### config.mk
export PLATFORM = sky130hd
export DESIGN_NAME = ram_loader
export DESIGN_NICKNAME = d
export VERILOG_FILES = /design/src/rtl/loader_pkg.sv /design/src/rtl/loader_byte_pack.sv /design/src/rtl/ram_loader.sv
export SDC_FILE = /design/constraint.sdc
export NUM_CORES = 1
export LEC_CHECK = 0
export CORE_UTILIZATION = 45
export CTS_BUF_LIST = sky130_fd_sc_hd__clkbuf_16
export DETAILED_ROUTE_END_ITERATION = 6
export PLACE_DENSITY_LB_ADDON = 0.12
export RECOVER_POWER = 50
export SETUP_SLACK_MARGIN = 0.1
export SKIP_CTS_REPAIR_TIMING = 1
export SLEW_MARGIN = 15
export SYNTH_ARGS = -nofsm -noshare
export SYNTH_HDL_FRONTEND = slang
export SYNTH_SLANG_ARGS = --single-unit
### constraint.sdc
create_clock -name clk -period 2.1 [get_ports clk]
set_input_delay 0.315 -clock clk [delete_from_list [all_inputs] [get_ports clk]]
set_output_delay 0.315 -clock clk [all_outputs]
set_load 0.02 [all_outputs]
### src/rtl/loader_pkg.sv
// Shared definitions for the ram_loader host bridge: command opcodes,
// response bytes and the command FSM state encoding.
package loader_pkg;

  localparam logic [7:0] OP_SET_ADDR = 8'h01;
  localparam logic [7:0] OP_WRITE    = 8'h02;
  localparam logic [7:0] OP_READ     = 8'h03;
  localparam logic [7:0] OP_RUN      = 8'h04;
  localparam logic [7:0] OP_HALT     = 8'h05;

  localparam logic [7:0] RSP_ERR = 8'hEE;
  localparam logic [7:0] RSP_ACK = 8'hAA;

  typedef enum logic [2:0] {
    ST_IDLE,
    ST_GET_ADDR,
    ST_GET_DATA,
    ST_WRITE,
    ST_RD_WAIT,
    ST_TX,
    ST_RESP
  } state_t;

endpackage

### src/rtl/loader_byte_pack.sv
// Four-byte little-endian shift register shared by address collection,
// write-data collection and read-data serialisation. Bytes shift in at the
// top so the first byte received ends up in bits [7:0]; bytes shift out from
// the bottom so the least significant byte leaves first. The 2-bit counter
// wraps after four shifts, so it is back at zero once a word is complete.
module loader_byte_pack (
  input  logic        clk,
  input  logic        reset,
  input  logic        clear,
  input  logic        shift_in,
  input  logic        shift_out,
  input  logic        load,
  input  logic [7:0]  byte_in,
  input  logic [31:0] word_in,
  output logic [31:0] word,
  output logic [31:0] word_next,
  output logic [7:0]  byte_out,
  output logic        last
);

  logic [31:0] word_q, word_d;
  logic [1:0]  cnt_q, cnt_d;

  assign word_next = {byte_in, word_q[31:8]};
  assign word      = word_q;
  assign byte_out  = word_q[7:0];
  assign last      = (cnt_q == 2'd3);

  // Next word/count: parallel load wins, then assemble, then serialise.
  always_comb begin
    word_d = word_q;
    cnt_d  = cnt_q;
    if (load) begin
      word_d = word_in;
      cnt_d  = 2'd0;
    end else if (shift_in) begin
      word_d = word_next;
      cnt_d  = cnt_q + 2'd1;
    end else if (shift_out) begin
      word_d = {8'h00, word_q[31:8]};
      cnt_d  = cnt_q + 2'd1;
    end else if (clear) begin
      cnt_d  = 2'd0;
    end
  end

  // Register the shift state; reset discards any partially assembled word.
  always_ff @(posedge clk) begin
    if (reset) begin
      word_q <= 32'h0;
      cnt_q  <= 2'd0;
    end else begin
      word_q <= word_d;
      cnt_q  <= cnt_d;
    end
  end

endmodule

### src/rtl/ram_loader.sv
// Byte-stream host bridge driving the host-side RAM port and the core reset.
// Commands: SET_ADDR, WRITE, READ, RUN, HALT; unknown opcodes answer 0xEE.
// Define LOADER_ACK_EN to have SET_ADDR/WRITE/RUN/HALT answer 0xAA.
module ram_loader
  import loader_pkg::*;
#(
  parameter int ADDR_WIDTH     = 8,
  parameter int RAM_RD_LATENCY = 1
) (
  input  logic                  clk,
  input  logic                  reset,
  input  logic                  rx_valid,
  input  logic [7:0]            rx_data,
  output logic                  rx_ready,
  output logic                  tx_valid,
  output logic [7:0]            tx_data,
  input  logic                  tx_ready,
  output logic                  mem_wr_en,
  output logic [3:0]            mem_wr_strobe,
  output logic [ADDR_WIDTH-1:0] mem_addr,
  output logic [31:0]           mem_wr_data,
  input  logic [31:0]           mem_rd_data,
  output logic                  core_reset_n,
  output logic                  busy
);

`ifdef LOADER_ACK_EN
  localparam logic ACK_EN = 1'b1;
`else
  localparam logic ACK_EN = 1'b0;
`endif

  localparam logic [1:0] RD_LAST = 2'(RAM_RD_LATENCY - 1);

  state_t                state_q, state_d;
  logic [31:0]           ptr_q, ptr_d;
  logic [ADDR_WIDTH-1:0] mem_addr_q;
  logic                  core_run_q, core_run_d;
  logic [7:0]            resp_q, resp_d;
  logic [1:0]            rd_cnt_q, rd_cnt_d;

  logic        pk_clear, pk_shift_in, pk_shift_out, pk_load, pk_last;
  logic [31:0] pk_word, pk_word_next;
  logic [7:0]  pk_byte;
  logic        rx_fire, tx_fire;

  loader_byte_pack u_pack (
    .clk       (clk),
    .reset     (reset),
    .clear     (pk_clear),
    .shift_in  (pk_shift_in),
    .shift_out (pk_shift_out),
    .load      (pk_load),
    .byte_in   (rx_data),
    .word_in   (mem_rd_data),
    .word      (pk_word),
    .word_next (pk_word_next),
    .byte_out  (pk_byte),
    .last      (pk_last)
  );

  assign rx_ready = !reset && (state_q == ST_IDLE || state_q == ST_GET_ADDR ||
                               state_q == ST_GET_DATA);
  assign tx_valid = !reset && (state_q == ST_TX || state_q == ST_RESP);
  assign tx_data  = (state_q == ST_TX)   ? pk_byte :
                    (state_q == ST_RESP) ? resp_q  : 8'h00;
  assign mem_wr_en     = !reset && (state_q == ST_WRITE);
  assign mem_wr_strobe = mem_wr_en ? 4'hF : 4'h0;
  assign mem_wr_data   = pk_word;
  assign mem_addr      = mem_addr_q;
  assign core_reset_n  = core_run_q;
  assign busy          = (state_q != ST_IDLE);
  assign rx_fire       = rx_valid && rx_ready;
  assign tx_fire       = tx_valid && tx_ready;

  // Command FSM: decode, collect operands, touch RAM, then emit responses.
  always_comb begin
    state_d      = state_q;
    ptr_d        = ptr_q;
    core_run_d   = core_run_q;
    resp_d       = resp_q;
    rd_cnt_d     = rd_cnt_q;
    pk_clear     = 1'b0;
    pk_shift_in  = 1'b0;
    pk_shift_out = 1'b0;
    pk_load      = 1'b0;
    case (state_q)
      ST_IDLE: begin
        pk_clear = 1'b1;
        if (rx_fire) begin
          case (rx_data)
            OP_SET_ADDR: state_d = ST_GET_ADDR;
            OP_WRITE:    state_d = ST_GET_DATA;
            OP_READ: begin
              rd_cnt_d = 2'd0;
              state_d  = ST_RD_WAIT;
            end
            OP_RUN, OP_HALT: begin
              core_run_d = (rx_data == OP_RUN);
              resp_d     = RSP_ACK;
              state_d    = ACK_EN ? ST_RESP : ST_IDLE;
            end
            default: begin
              resp_d  = RSP_ERR;
              state_d = ST_RESP;
            end
          endcase
        end
      end
      ST_GET_ADDR: begin
        if (rx_fire) begin
          pk_shift_in = 1'b1;
          if (pk_last) begin
            ptr_d   = pk_word_next;
            resp_d  = RSP_ACK;
            state_d = ACK_EN ? ST_RESP : ST_IDLE;
          end
        end
      end
      ST_GET_DATA: begin
        if (rx_fire) begin
          pk_shift_in = 1'b1;
          if (pk_last) state_d = ST_WRITE;
        end
      end
      ST_WRITE: begin
        ptr_d   = ptr_q + 32'd4;
        resp_d  = RSP_ACK;
        state_d = ACK_EN ? ST_RESP : ST_IDLE;
      end
      ST_RD_WAIT: begin
        if (rd_cnt_q == RD_LAST) begin
          pk_load = 1'b1;
          ptr_d   = ptr_q + 32'd4;
          state_d = ST_TX;
        end else begin
          rd_cnt_d = rd_cnt_q + 2'd1;
        end
      end
      ST_TX: begin
        if (tx_fire) begin
          pk_shift_out = 1'b1;
          if (pk_last) state_d = ST_IDLE;
        end
      end
      ST_RESP: begin
        if (tx_fire) state_d = ST_IDLE;
      end
      default: state_d = ST_IDLE;
    endcase
  end

  // State registers; mem_addr tracks the next pointer so it always equals ptr.
  always_ff @(posedge clk) begin
    if (reset) begin
      state_q    <= ST_IDLE;
      ptr_q      <= 32'h0;
      mem_addr_q <= '0;
      core_run_q <= 1'b0;
      resp_q     <= 8'h00;
      rd_cnt_q   <= 2'd0;
    end else begin
      state_q    <= state_d;
      ptr_q      <= ptr_d;
      mem_addr_q <= ptr_d[ADDR_WIDTH+1:2];
      core_run_q <= core_run_d;
      resp_q     <= resp_d;
      rd_cnt_q   <= rd_cnt_d;
    end
  end

endmodule

==> out/results.txt <==
Run status: finished clean
Area growth from synthesis to final layout: 46.8%
Post-Syn Nets: 405
Number of enable-type register cells in the synthesized netlist: 0
Multi-input combinational cell area: 1550 sq um
Kind of path behind the tightest hold check: in2reg
Number of rows in the core area: 27
Worst R2R Start: rd_cnt_q[0]$_SDFFE_PP0P_
Max_slew headroom: 70.5%
CTS tree: yes
Number of violations of the max-capacitance limit: 0
Slew Viols, Final: 0
Clock latency reported for the late side of the worst-skew pair: 0.29 ns
Most area-hungry cell type in the Yosys netlist: sky130_fd_sc_hd__dfxtp_1
Leakage Power: 0.00170 uW
Ys async rst share: 0%
Kind of end point of the critical path: flip-flop
Post-route minimum period: 1.95 ns
CP max FO: 5
Startpoint of the lowest-slack hold path: reset
Maximum count of clock buffers along a single path: 2
Top post-synthesis cells by count: sky130_fd_sc_hd__nor2_1 (64), sky130_fd_sc_hd__dfxtp_1 (50), sky130_fd_sc_hd__nor3_1 (30), sky130_fd_sc_hd__nor4_1 (25), sky130_fd_sc_hd__nand2_1 (24)
Sum of buffers and inverters on the critical path: 2
Sequential share of the synthesized area: 36.8%
Arrival @ worst endpoint: 2.13 ns
Mean post-synth cell area: 7.60 sq um
Number of global-route vias before repair: 2783
Worst Slack Setup Final: 0.153 ns
Buffers added on ports: 100
Floorplan die width: 79.8 um
Routability congestion estimate: 0.843
Core box area: 5680 sq um
# diodes: 0
Total length of routed wires: 8470 um
Initial cell density of the core: 47.9%
Post-synthesis instance area: 2720 sq um
Top achievable clock speed: 0.513 GHz
Clock transition at the registers of the reported paths: 0.07 ns
Cell count after synthesis: 358
Share of layout cells above drive strength 1: 10.6%
Setup crit start: rx_data[5]
Chip height: 79.8 um
Category of the critical setup timing path: in2reg
Level count of the clock H-tree: 2
Via count: 3040
Number of warning messages in the yosys log: 0
FILL cells: 502
Total power divided by cell area: 1380 nW/um^2
Setup skew after layout: 0.00469 ns
Crit-path max cell delay: 0.63 ns
DRC Markers: 0
Top-area cell type share of the netlist area: 36.8%
Critical path's slowest cell: sky130_fd_sc_hd__or4_1
Maximum resistive drop on vdd: 0.000837 V
Register cell area after layout: 1000 sq um
Required time reported for the critical path endpoint: 2.28 ns
Worst-margin pin slew: 0.442 ns
Detail-routed via count per cell: 5.78
Initial antenna violation count: 0
Final Cycle Share: 92.7%
Total routing resource utilization after global routing: 27.2%
Number of DRC markers in iteration 0: 191
Final HPWL DP: 6050 um
Post-synthesis register bit count: 50
RSZ-0062 raised after global routing: false
Synth Flop Type: sky130_fd_sc_hd__dfxtp_1
Placement-stage worst setup slack: -0.0144 ns
Final antenna-violating net count: 0
Number of endpoints failing setup at the final stage: 0
Largest net degree at the start of global routing: 38
Area of the die: 6360 sq um
Drt pass-1 iters: 4
Startpoint type of the worst setup path: primary input
CTS sink cnt: 50
CTS Root Buffer Type: sky130_fd_sc_hd__clkbuf_16
Number of buffers created by CTS: 5
Top area cells in the synthesized netlist: sky130_fd_sc_hd__dfxtp_1 (37%), sky130_fd_sc_hd__nor2_1 (8.8%), sky130_fd_sc_hd__nor4_1 (5.7%), sky130_fd_sc_hd__nor3_1 (5.5%), sky130_fd_sc_hd__a21oi_1 (4.2%)
Distinct cells, synth: 56
Final number of hold-violating endpoints: 0
First-pass GRT wire length: 13400 um
Routed wirelength normalized by instance count: 16.1 um
Final Net Count: 500
CP cell instances: dlygate4sd3_1 > or4_1 > nor2_4 > buf_4 > a21oi_1 > mux2_2
Dominant delay contributor by cell family on the critical path: simple AND/OR/NAND/NOR gates
Library cell with the highest instance count after synthesis: sky130_fd_sc_hd__nor2_1
Total power: 5510 uW
Ports placed on the boundary: 101
Remaining global-route overflow: 0
## final timing paths
check             slack (ns)                            to  cells past startpoint
setup / recovery        0.15        resp_q[6]$_SDFFE_PP0P_                      6
hold / removal          0.36      rd_cnt_q[1]$_SDFFE_PP0P_                      2
setup reg to reg        0.23  u_pack.word[22]$_SDFFE_PP0P_                      6
hold reg to reg         0.48  u_pack.word[29]$_SDFFE_PP0P_                      2
## cell usage in the layout (no fill, tap or decap), types with 3 or more instances in the layout
cell type / n
sky130_fd_sc_hd__nor2_1: 64
sky130_fd_sc_hd__dfxtp_1: 49
sky130_fd_sc_hd__dlygate4sd3_1: 42
sky130_fd_sc_hd__clkdlybuf4s50_1: 41
sky130_fd_sc_hd__nor3_1: 29
sky130_fd_sc_hd__nor4_1: 25
sky130_fd_sc_hd__nand2_1: 24
sky130_fd_sc_hd__a21oi_1: 23
sky130_fd_sc_hd__nand3_1: 19
sky130_fd_sc_hd__buf_4: 18
sky130_fd_sc_hd__a22oi_1: 9
sky130_fd_sc_hd__dlymetal6s2s_1: 8
sky130_fd_sc_hd__clkbuf_1: 8
sky130_fd_sc_hd__inv_1: 6
sky130_fd_sc_hd__nor2b_1: 6
sky130_fd_sc_hd__a21boi_0: 6
sky130_fd_sc_hd__a211oi_1: 5
sky130_fd_sc_hd__o21ai_0: 5
sky130_fd_sc_hd__clkbuf_16: 5
sky130_fd_sc_hd__or3_1: 4
sky130_fd_sc_hd__nand2b_1: 3
sky130_fd_sc_hd__a21o_1: 3
sky130_fd_sc_hd__ha_1: 3
## state kept, by name, summed over array words and instances, names as in the netlist
| register | count |
|---|---|
| ptr_q | 8 |
| rd_cnt_q | 2 |
| resp_q | 2 |
| core_reset_n | 1 |
| state_q | 3 |
| u_pack.word | 32 |
| u_pack.cnt_q | 2 |
## layer usage
layer	GRT usage, %	vias to the layer above	part of all wire (%)
li1	-	1474	-
met1	33.6	1447	43
met2	46.2	101	49
met3	6.97	18	6.3
met4	8.04	0	1.6
met5	0	-	0
## per-stage QoR
stage | TNS (ns) | utilization [%] | instances | area (sq um) | hold WS, ns
final | 0 | 70.4 | 526 | 3990 | 0.355
after global routing | 0 | 70.4 | 526 | 3990 | 0.386
after CTS | -1.17 | 70.7 | 526 | 4010 | 0.362
after detailed placement | -0.0144 | 67.6 | 518 | 3840 | 0.472
after global placement | 0 | 67.6 | 518 | 3840 | 0.471
after floorplan | 0 | - | 358 | 2730 | 0.440
## area by class of cell
class	count	area share [%]
Multi-Input combinational cell	269	38.9
Timing Repair Buffer	121	28.9
Sequential cell	50	25.1
Clock buffer	5	3.13
Tap cell	72	2.26
Clock inverter	3	1.19
Inverter	6	0.564
## logic make-up (layout without fill, tap and decap cells)
family / Yosys count / count (layout) / share of synthesized area, %
AOI/OAI and AO/OA: 70 / 70 / 18.3
xor gates and xnor gates: 2 / 2 / 0.644
adders and majority gates: 3 / 3 / 1.38
buffers and inverters: 39 / 135 / 7.13
and+or+nand+nor: 192 / 192 / 35.0
DFF: 50 / 50 / 36.8
muxes: 2 / 2 / 0.782
## where the power goes
| group | internal (uW) | switching (uW) | total (uW) |
|---|---|---|---|
| clock | 571 | 383 | 954 |
| sequential | 1290 | 364 | 1660 |
| combinational | 1280 | 1620 | 2900 |
| total | 3140 | 2370 | 5510 |
Note: power is estimated with default switching activity, not from simulation.
